### config.mk
export PLATFORM = sky130hd
export DESIGN_NAME = ex_stage
export DESIGN_NICKNAME = d
export VERILOG_FILES = /design/src/rtl/ex_pkg.sv /design/src/rtl/ex_alu.sv /design/src/rtl/ex_stage.sv
export SDC_FILE = /design/constraint.sdc
export NUM_CORES = 1
export LEC_CHECK = 0
export CORE_UTILIZATION = 35
export CTS_BUF_LIST = sky130_fd_sc_hd__clkbuf_4
export CTS_CLUSTER_SIZE = 24
export DETAILED_ROUTE_END_ITERATION = 10
export PLACE_DENSITY = 0.53
export SETUP_SLACK_MARGIN = 0.5
export SLEW_MARGIN = 10
export SYNTH_ARGS = -nofsm -noshare
export SYNTH_HDL_FRONTEND = slang
export SYNTH_SLANG_ARGS = --single-unit
### constraint.sdc
create_clock -name CLK -period 23.2 [get_ports CLK]
set_clock_uncertainty 0.15 [all_clocks]
set_input_delay 6.96 -clock CLK [delete_from_list [all_inputs] [get_ports CLK]]
set_output_delay 6.96 -clock CLK [all_outputs]
set_load 0.02 [all_outputs]
### src/rtl/ex_pkg.sv
// ex_pkg: shared ALU-class, funct and ALU-control encodings for the execute stage
package ex_pkg;
  localparam logic [1:0] ALUOP_MEM   = 2'b00;
  localparam logic [1:0] ALUOP_BEQ   = 2'b01;
  localparam logic [1:0] ALUOP_RTYPE = 2'b10;
  localparam logic [1:0] ALUOP_ORI   = 2'b11;
  localparam logic [5:0] FUNCT_ADD = 6'b100000;
  localparam logic [5:0] FUNCT_SUB = 6'b100010;
  localparam logic [5:0] FUNCT_AND = 6'b100100;
  localparam logic [5:0] FUNCT_OR  = 6'b100101;
  localparam logic [5:0] FUNCT_SLT = 6'b101010;
  localparam logic [5:0] FUNCT_SLL = 6'b000000;
  localparam logic [5:0] FUNCT_SRL = 6'b000010;
  typedef enum logic [2:0] {ALU_ADD, ALU_SUB, ALU_AND, ALU_OR, ALU_SLT, ALU_SLL, ALU_SRL, ALU_NOP} alu_ctl_t;
endpackage

### src/rtl/ex_alu.sv
// ex_alu: combinational ALU with zero flag and signed add/sub overflow
module ex_alu import ex_pkg::*; #(
  parameter int W = 32
) (
  input  logic [W-1:0] a,
  input  logic [W-1:0] b,
  input  logic [4:0]   shamt,
  input  alu_ctl_t     ctl,
  output logic [W-1:0] result,
  output logic         zero,
  output logic         ovf
);
  logic [W-1:0] sum, diff;
  logic lt;
  always_comb begin
    sum = a + b;
    diff = a - b;
    lt = $signed(a) < $signed(b);
    result = ctl == ALU_ADD ? sum :
             ctl == ALU_SUB ? diff :
             ctl == ALU_AND ? a & b :
             ctl == ALU_OR  ? a | b :
             ctl == ALU_SLT ? {{(W-1){1'b0}}, lt} :
             ctl == ALU_SLL ? b << shamt :
             ctl == ALU_SRL ? b >> shamt : '0;
    zero = result == '0;
    ovf = ctl == ALU_ADD ? (a[W-1] == b[W-1]) && (sum[W-1] != a[W-1]) :
          ctl == ALU_SUB ? (a[W-1] != b[W-1]) && (diff[W-1] != a[W-1]) : 1'b0;
  end
endmodule

### src/rtl/ex_stage.sv
// ex_stage: MIPS execute stage with ALU-control decode, branch resolution and EX/MEM register
module ex_stage import ex_pkg::*; #(
  parameter int DATA_W = 32,
  parameter int REG_AW = 5
) (
  input  logic              CLK,
  input  logic              RST,
  input  logic              stall_in,
  input  logic              flush_in,
  input  logic              valid_in,
  input  logic              branch_in,
  input  logic              AluSrc_in,
  input  logic [1:0]        AluOp_in,
  input  logic              MemRead_in,
  input  logic              MemWrite_in,
  input  logic              RegWrite_in,
  input  logic              RegDst_in,
  input  logic              MemtoReg_in,
  input  logic [DATA_W-1:0] npc_in,
  input  logic [DATA_W-1:0] readdata1_in,
  input  logic [DATA_W-1:0] readdata2_in,
  input  logic [DATA_W-1:0] sigext_in,
  input  logic [REG_AW-1:0] instruction_2016_in,
  input  logic [REG_AW-1:0] instruction_1511_in,
  output logic              valid_out,
  output logic              MemRead_out,
  output logic              MemWrite_out,
  output logic              RegWrite_out,
  output logic              MemtoReg_out,
  output logic [DATA_W-1:0] alu_result_out,
  output logic [DATA_W-1:0] writedata_out,
  output logic [REG_AW-1:0] writereg_out,
  output logic              ovf_out,
  output logic              pc_src_out,
  output logic [DATA_W-1:0] branch_target_out
);
  typedef struct packed {
    logic              valid;
    logic              mem_read;
    logic              mem_write;
    logic              reg_write;
    logic              mem_to_reg;
    logic [DATA_W-1:0] alu_result;
    logic [DATA_W-1:0] writedata;
    logic [REG_AW-1:0] writereg;
    logic              ovf;
    logic              pc_src;
    logic [DATA_W-1:0] branch_target;
  } ex_mem_t;
  alu_ctl_t ctl;
  logic [DATA_W-1:0] b, result;
  logic [5:0] funct;
  logic zero, ovf;
  ex_mem_t d, q;
  always_comb begin
    funct = sigext_in[5:0];
    ctl = AluOp_in == ALUOP_MEM ? ALU_ADD :
          AluOp_in == ALUOP_BEQ ? ALU_SUB :
          AluOp_in == ALUOP_ORI ? ALU_OR :
          funct == FUNCT_ADD ? ALU_ADD :
          funct == FUNCT_SUB ? ALU_SUB :
          funct == FUNCT_AND ? ALU_AND :
          funct == FUNCT_OR  ? ALU_OR :
          funct == FUNCT_SLT ? ALU_SLT :
          funct == FUNCT_SLL ? ALU_SLL :
          funct == FUNCT_SRL ? ALU_SRL : ALU_NOP;
    // ori zero-extends its immediate instead of using the sign-extended value
    b = !AluSrc_in ? readdata2_in :
        AluOp_in == ALUOP_ORI ? {{(DATA_W-16){1'b0}}, sigext_in[15:0]} : sigext_in;
  end
  ex_alu #(.W(DATA_W)) u_alu (
    .a(readdata1_in),
    .b(b),
    .shamt(sigext_in[10:6]),
    .ctl(ctl),
    .result(result),
    .zero(zero),
    .ovf(ovf)
  );
  always_comb begin
    d.valid = valid_in;
    d.mem_read = valid_in & MemRead_in;
    d.mem_write = valid_in & MemWrite_in;
    d.reg_write = valid_in & RegWrite_in & ~ovf & (ctl != ALU_NOP);
    d.mem_to_reg = valid_in & MemtoReg_in;
    d.alu_result = result;
    d.writedata = readdata2_in;
    d.writereg = RegDst_in ? instruction_1511_in : instruction_2016_in;
    d.ovf = valid_in & ovf;
    d.pc_src = valid_in & branch_in & zero;
    d.branch_target = npc_in + (sigext_in << 2);
  end
  always_ff @(posedge CLK)
    if (RST || flush_in) q <= '0;
    else if (!stall_in) q <= d;
  assign {valid_out, MemRead_out, MemWrite_out, RegWrite_out, MemtoReg_out, alu_result_out,
          writedata_out, writereg_out, ovf_out, pc_src_out, branch_target_out} = q;
endmodule

==> metrics.md, run 1 <==
| Metric | Value |
|---|---|
| # IOs | `260` |
| # fillers | `4639` |
| CTS tree | `yes` |
| Routed Antenna Nets | `0` |
| Vias in the first global route | `17.3k` |
| Max transition margin | `27.8%` |
| Synth Flop Type | `dfxtp_1` |
| FFs w/ async S/R, synth | `0%` |
| Sequential element share of the synthesized area | `13.6%` |
| Starting Density | `35.7%` |
| First-pass GRT wire length | `118000 µm` |
| Critical-path top delay cell | `nor4_1` |
| Later-pin clock latency in the skew report | `0.61 ns` |
| Iter 0 DRT Violations | `1744` |
| Max IR drop VDD | `0.0345 mV` |
| Final period demand of the worst path | `12.51 ns` |
| Commonest cells post-synth | `255 x nor2_1, 174 x a21oi_1, 160 x nand2_1` |
| Largest net degree at the start of global routing | `66` |
| FF+latch count, synth | `108` |
| Post-synth top area share | `13.6%` |
| Clock Path Buffers | `2` |
| Int Power | `401 µW` |
| Outcome | `completed` |
| Layout cells sized above 1 | `8.71%` |
| Vias per Instance | `6.28` |
| Routability cong. | `1.02` |
| Setup Viol. Count Final | `0` |
| NetSw | `379 µW` |
| Clock power share | `13.4%` |
| GRT Overall Usage | `34.4%` |
| Grt total ovfl | `0` |
| Critical path launch point type | `input port` |
| Post-CTS sizing | `0` |
| Worst hold path class | `register to register` |
| Number of remaining DRC errors | `0` |
| CTS Hold Buffers Added | `0` |
| Post-synth cell types | `90` |
| Slew Viols, Final | `0` |
| Post-synth EDFFs | `0` |
| Placement Rows | `77` |
| Fin util | `42.8%` |
| TNS Setup | `0 ns` |
| Sequential fraction of design power | `25.5%` |
| Final net count | `2524` |
| WS Path Type | `input port to register` |
| Area Overhead vs Synth | `19.9%` |
| Crit-path leading delay family | `simple AND/OR/NAND/NOR gates` |
| Dpl hpwl | `64200 µm` |
| Final cycle utilization of the critical path | `53.9%` |
| Root Driver | `clkbuf_4` |
| Core footprint | `44400 µm²` |
| Synthesized instance count | `2069` |
| 1st-pass router iterations | `8` |
| Sw Share | `48.6%` |
| Total number of vias | `17.9k` |
| CP required | `23.61 ns` |
| CP max stage delay | `0.83 ns` |
| Logic pwr share | `61.1%` |
| Most frequent cell after synthesis | `nor2_1` |
| Worst-path clk slew | `0.20 ns` |
| Mean Syn Cell Area | `7.66 µm²` |
| Crit end category | `register` |
| Routed WL per cell | `28.4 µm` |
| Worst-Margin Slew | `1.07 ns` |
| LEAKAGE | `0.00758 µW` |
| Max frequency | `79.9 MHz` |
| Die H | `215 µm` |
| Mapped Area | `15800 µm²` |
| Pwr dens | `41.1 nW/µm²` |
| Max H-tree Level | `3` |
| Crit path max fanout | `54` |
| # clock sinks | `108` |
| # port buffers | `259` |
| Die W | `215 µm` |
| Final Hold Viols | `0` |
| Synth warn | `0` |
| Synthesized Nets | `2349` |
| Setup Fix Bufs, Post-CTS | `0` |
| Buffers and inverters on the worst path | `4` |
| CTS Buf Count | `9` |
| Antenna violations before repair | `4` |
| Worst-path cell chain | `buf_4, buf_4, mux2i_1, inv_1, ha_1, inv_1, fa_1, nand2b_1, a221oi_1, o211a_1, nor4_1, o31ai_1, a221oi_1, mux2_2, o211ai_1, a2111o_1, nor4_1, nand4_1, o21ai_1` |
| Post-Route WL | `80700 µm` |
| RSZ-0062 raised after global routing | `false` |
| R2R Setup Slk | `21.95 ns` |
| Crit path arrival time | `12.92 ns` |
| Area of the die | `46100 µm²` |
| Largest area contributor in the netlist | `dfxtp_1` |
| Top post-synthesis cells by area | `dfxtp_1 14%, ha_1 9.9%, mux4_2 9.2%` |
| Max Cap Viol | `0` |
| Final Power | `780 µW` |
==> placed cells by master, fill, tap and decap left out, types with 26 or more instances in the layout <==
cell             synthesis  routed
xnor2_1                 30      30
a211oi_1                26      26
nor2b_1                 38      38
mux4_2                  65      65
dfxtp_1                108     108
nand2_1                160     160
nand3_1                 39      39
buf_4                    2      46
a21oi_1                174     174
mux2i_1                122     122
nor2_1                 255     255
o211ai_1                35      35
ha_1                   125     125
clkdlybuf4s50_1          0     254
inv_1                  107     107
o21ai_0                105     105
nor3_1                  40      39
==> metal layers <==
layer / GRT usage, % / share of wire (%) / up-vias
met5: 0 / 0.015 / -
met4: 14.5 / 4.4 / 2
met3: 6.84 / 7.9 / 159
met2: 54.5 / 45 / 919
met1: 45.3 / 43 / 8697
li1: - / - / 8074
==> stage by stage <==
| step | area [µm²] | setup slack [ns] | cells | hold slack, ns |
|---|---|---|---|---|
| floorplan | 15800 | 10.83 | 2069 | 0.372 |
| global placement | 18900 | 10.34 | 2825 | 0.301 |
| detailed placement | 18900 | 10.22 | 2825 | 0.302 |
| CTS | 19000 | 10.87 | 2841 | 0.330 |
| global route | 19000 | 10.33 | 2842 | 0.345 |
| finish | 19000 | 10.69 | 2844 | 0.325 |
==> sequential cells by signal, summed over array words and instances (netlist names) <==
name and count:
MemRead_out 1, MemWrite_out 1, MemtoReg_out 1, RegWrite_out 1, alu_result_out 32, branch_target_out 32
ovf_out 1, pc_src_out 1, valid_out 1, writedata_out 32, writereg_out 5
==> power groups by stage <==
stage,registers [µW],clock network (µW),logic (µW)
after global placement,203,0,466
final,199,105,476
after detailed placement,203,0,463
after global routing,200,115,505
after floorplan,212,0,278
after CTS,199,110,467
==> layout make-up <==
cell class	count	area, µm²	area share, %
Multi-Input combinational cell	1711	12600	66.5
Tap cell	592	741	3.90
Timing Repair Buffer	302	2900	15.3
Sequential cell	108	2160	11.4
Clock inverter	6	51.3	0.270
Clock buffer	10	75.1	0.395
Inverter	112	420	2.21
Antenna cell	3	7.51	0.0395
==> kinds of logic (layout without fill, tap and decap cells) <==
family	Yosys count	in the layout	synth area share [%]
AND/OR/NAND/NOR	670	670	19.7
AO/OA/AOI/OAI	649	649	27.8
buffers and inverters	250	430	6.66
multiplexers	214	214	19.2
adder cells (fa/ha/maj)	128	128	10.3
flip-flops	108	108	13.6
XOR/XNOR	50	50	2.76
other	0	3	0
==> worst register-to-register path: stages (launching register included) <==
cell	delay (ns)
dfxtp_1	0.40
and2_1	0.22
a31o_2	0.26
and2_1	0.16
==> worst paths after layout <==
check,from,endpoint,cells past startpoint
setup / recovery,AluSrc_in,pc_src_out$_SDFFE_PP0N_,19
hold / removal,branch_target_out[8]$_SDFFE_PP0N_,branch_target_out[8]$_SDFFE_PP0N_,2
setup reg to reg,alu_result_out[21]$_SDFFE_PP0N_,alu_result_out[21]$_SDFFE_PP0N_,3
hold reg to reg,branch_target_out[8]$_SDFFE_PP0N_,branch_target_out[8]$_SDFFE_PP0N_,2
No activity file was read; power rests on OpenSTA's default activity.
==> inputs of run 2 (changes only) <==
==> constraint.sdc (replaced) <==
create_clock -name CLK -period 12.1 [get_ports CLK]
set_clock_uncertainty 0.15 [all_clocks]
set_input_delay 3.63 -clock CLK [delete_from_list [all_inputs] [get_ports CLK]]
set_output_delay 3.63 -clock CLK [all_outputs]
set_load 0.02 [all_outputs]
==> run 2 against run 1 <==
  * Sequential share of layout area hardly changed
  * Largest cell class unchanged
  * Final area barely moved
  * Utilization is essentially flat
  * Largest power group unchanged
==> metrics.md, run 2 (synthesized netlist as in run 1, its figures left out) <==
| Metric | Value |
|---|---|
| Final WS setup | `3.06 ns (was 10.69 ns)` |
| Slew Viols, Final | `0 (unchanged)` |
| Max H-tree Level | `3 (unchanged)` |
| GRT Overall Usage | `34.3% (was 34.4%)` |
| Post-Route WL | `80700 µm (about the same)` |
| CP required | `12.54 ns (was 23.61 ns)` |
| Placement Rows | `77 (unchanged)` |
| RSZ-0062 raised after global routing | `false (unchanged)` |
| Worst-path cell chain | `clkdlybuf4s50_1, or4_1, o21ai_0, nand2_1, buf_4, nand2_1, nor2_1, nor4b_1, nor2b_1, nand4_1, nor4_1, nand4_1, o21ai_1 (was buf_4, buf_4, mux2i_1, inv_1, ha_1, inv_1, fa_1, nand2b_1, a221oi_1, o211a_1, nor4_1, o31ai_1, a221oi_1, mux2_2, o211ai_1, a2111o_1, nor4_1, nand4_1, o21ai_1)` |
| Vias per Instance | `6.28 (about the same)` |
| Clock Path Buffers | `2 (unchanged)` |
| Iter 0 DRT Violations | `1845 (was 1744)` |
| Met2 track demand over resource | `55.0% (was 54.5%)` |
| Final cycle utilization of the critical path | `74.7%` |
| Placed Area | `18900 µm² (about the same)` |
| TNS Setup | `0 ns (unchanged)` |
| Crit path max fanout | `33 (was 54)` |
| DP Worst Slack | `2.55 ns (was 10.22 ns)` |
| CTS Hold Buffers Added | `0 (unchanged)` |
| Core footprint | `44400 µm² (unchanged)` |
| Layout cells sized above 1 | `8.67% (was 8.71%)` |
| Met3 GRT Util | `6.11% (was 6.84%)` |
| Routability cong. | `1.03 (was 1.02)` |
| GR Util met1 | `44.9% (was 45.3%)` |
| Max Cap Viol | `0 (unchanged)` |
| Worst hold path class | `register to register (unchanged)` |
| Setup Fix Bufs, Post-CTS | `0 (unchanged)` |
| Critical path launch point type | `input port (unchanged)` |
| Routed Antenna Nets | `0 (unchanged)` |
| WS Path Type | `input port to register (unchanged)` |
| Worst-Margin Slew | `1.15 ns (was 1.07 ns)` |
| Worst r2r src | `alu_result_out[21]$_SDFFE_PP0N_ (unchanged)` |
| LEAKAGE | `0.00757 µW (was 0.00758 µW)` |
| Pwr dens | `78.7 nW/µm² (was 41.1 nW/µm²)` |
| Worst-path clk slew | `0.22 ns (was 0.20 ns)` |
| Die W | `215 µm (unchanged)` |
| Post-CTS sizing | `0 (unchanged)` |
| Fin area | `19000 µm² (about the same)` |
| Area of the die | `46100 µm² (unchanged)` |
| Starting Density | `35.7% (unchanged)` |
| Hold Path Origin | `branch_target_out[4]$_SDFFE_PP0N_ (was branch_target_out[8]$_SDFFE_PP0N_)` |
| CTS tree | `yes (unchanged)` |
| # port buffers | `259 (unchanged)` |
| CTS Buf Count | `9 (unchanged)` |
| Layer with the highest usage | `met2 (unchanged)` |
| Outcome | `completed (unchanged)` |
| Setup Viol. Count Final | `0 (unchanged)` |
| Final net count | `2523 (was 2524)` |
| # IOs | `260 (unchanged)` |
| Die H | `215 µm (unchanged)` |
| Number of remaining DRC errors | `0 (unchanged)` |
| Routed WL per cell | `28.4 µm (about the same)` |
| Final period demand of the worst path | `9.04 ns` |
| # clock sinks | `108 (unchanged)` |
| Final hold slack | `0.331 ns (was 0.325 ns)` |
| Critical-path top delay cell | `nor4b_1 (was nor4_1)` |
| Most frequent cells in the layout | `255 x nor2_1, 254 x clkdlybuf4s50_1, 174 x a21oi_1 (unchanged)` |
| Final Hold Viols | `0 (unchanged)` |
| First-pass GRT wire length | `118000 µm (about the same)` |
| 1st-pass router iterations | `6 (was 8)` |
| Crit-path leading delay family | `simple AND/OR/NAND/NOR gates (unchanged)` |
| Max transition margin | `22.2% (was 27.8%)` |
| Root Driver | `clkbuf_4 (unchanged)` |
| Max frequency | `111 MHz` |
| Antenna violations before repair | `10 (was 4)` |
| Crit path arrival time | `9.47 ns (was 12.92 ns)` |
| Dpl hpwl | `64800 µm (was 64200 µm)` |
| Later-pin clock latency in the skew report | `0.61 ns (about the same)` |
| Buffers and inverters on the worst path | `2 (was 4)` |
| Largest net degree at the start of global routing | `66 (unchanged)` |
| Leading cell type in the layout, fill and taps excluded | `nor2_1 (unchanged)` |
| Grt total ovfl | `0 (unchanged)` |
| Max IR drop VDD | `0.0657 mV (was 0.0345 mV)` |
| Total number of vias | `17.9k (about the same)` |
| CP max stage delay | `1.01 ns (was 0.83 ns)` |
| Crit end category | `register (unchanged)` |
| Area Overhead vs Synth | `19.9% (about the same)` |
| Vias in the first global route | `17.4k (was 17.3k)` |
| CP startpoint | `sigext_in[3] (was AluSrc_in)` |
## run 2: cell types whose count changed in the layout (fill, tap and decap cells not counted), sizes merged
cell | before | now
buf | 48 | 47
clkbuf | 10 | 9
clkinv | 1 | 3
clkinvlp | 0 | 2
diode | 3 | 6
inv | 117 | 114
## run 2: routing by layer
layer | part of all wire, % | wire, µm | up-vias
li1 | - | - | 8066
met1 | 43 | 34500 | 8723
met2 | 45 | 36400 | 913
met3 | 7.6 | 6100 | 173
met4 | 4.6 | 3710 | 12
met5 | 0.094 | 76 | -
## run 2: through the flow
stage / power [µW] / utilization [%] / instances
after floorplan: 938 / - / 2069
after global placement: 1280 / 42.5 / 2824
after detailed placement: 1280 / 42.5 / 2824
after CTS: 1490 / 42.8 / 2840
after global routing: 1570 / 42.8 / 2844
final: 1500 / 42.8 / 2846
## run 2: tightest hold or removal path: stages (launching register included)
cell and delay, ns:
dfxtp_1 0.36, nand2_1 0.06, a21oi_1 0.05
## run 2: path summary, 6_finish.rpt
check | to | slack (ns) | cells past startpoint
setup reg to reg | alu_result_out[21]$_SDFFE_PP0N_ | 10.88 | 3
setup / recovery | pc_src_out$_SDFFE_PP0N_ | 3.06 | 13
hold / removal | branch_target_out[4]$_SDFFE_PP0N_ | 0.33 | 2
hold reg to reg | branch_target_out[4]$_SDFFE_PP0N_ | 0.33 | 2
## run 2: area by class of cell
type | count | area (µm²)
Antenna cell | 6 | 15.0
Clock buffer | 9 | 67.6
Clock inverter | 7 | 60.1
Multi-Input combinational cell | 1711 | 12600
Timing Repair Buffer | 301 | 2890
Sequential cell | 108 | 2160
Tap cell | 592 | 741
Fill cell | 4535 | 25400
Inverter | 112 | 420
## run 2: power breakdown
part           internal, µW  switching [µW]  leakage (µW)  total [µW]
Sequential              372            9.99      0.000880         382
Combinational           349             564       0.00662         913
Clock                  44.5             157     0.0000647         202
Total                   765             731       0.00757        1500
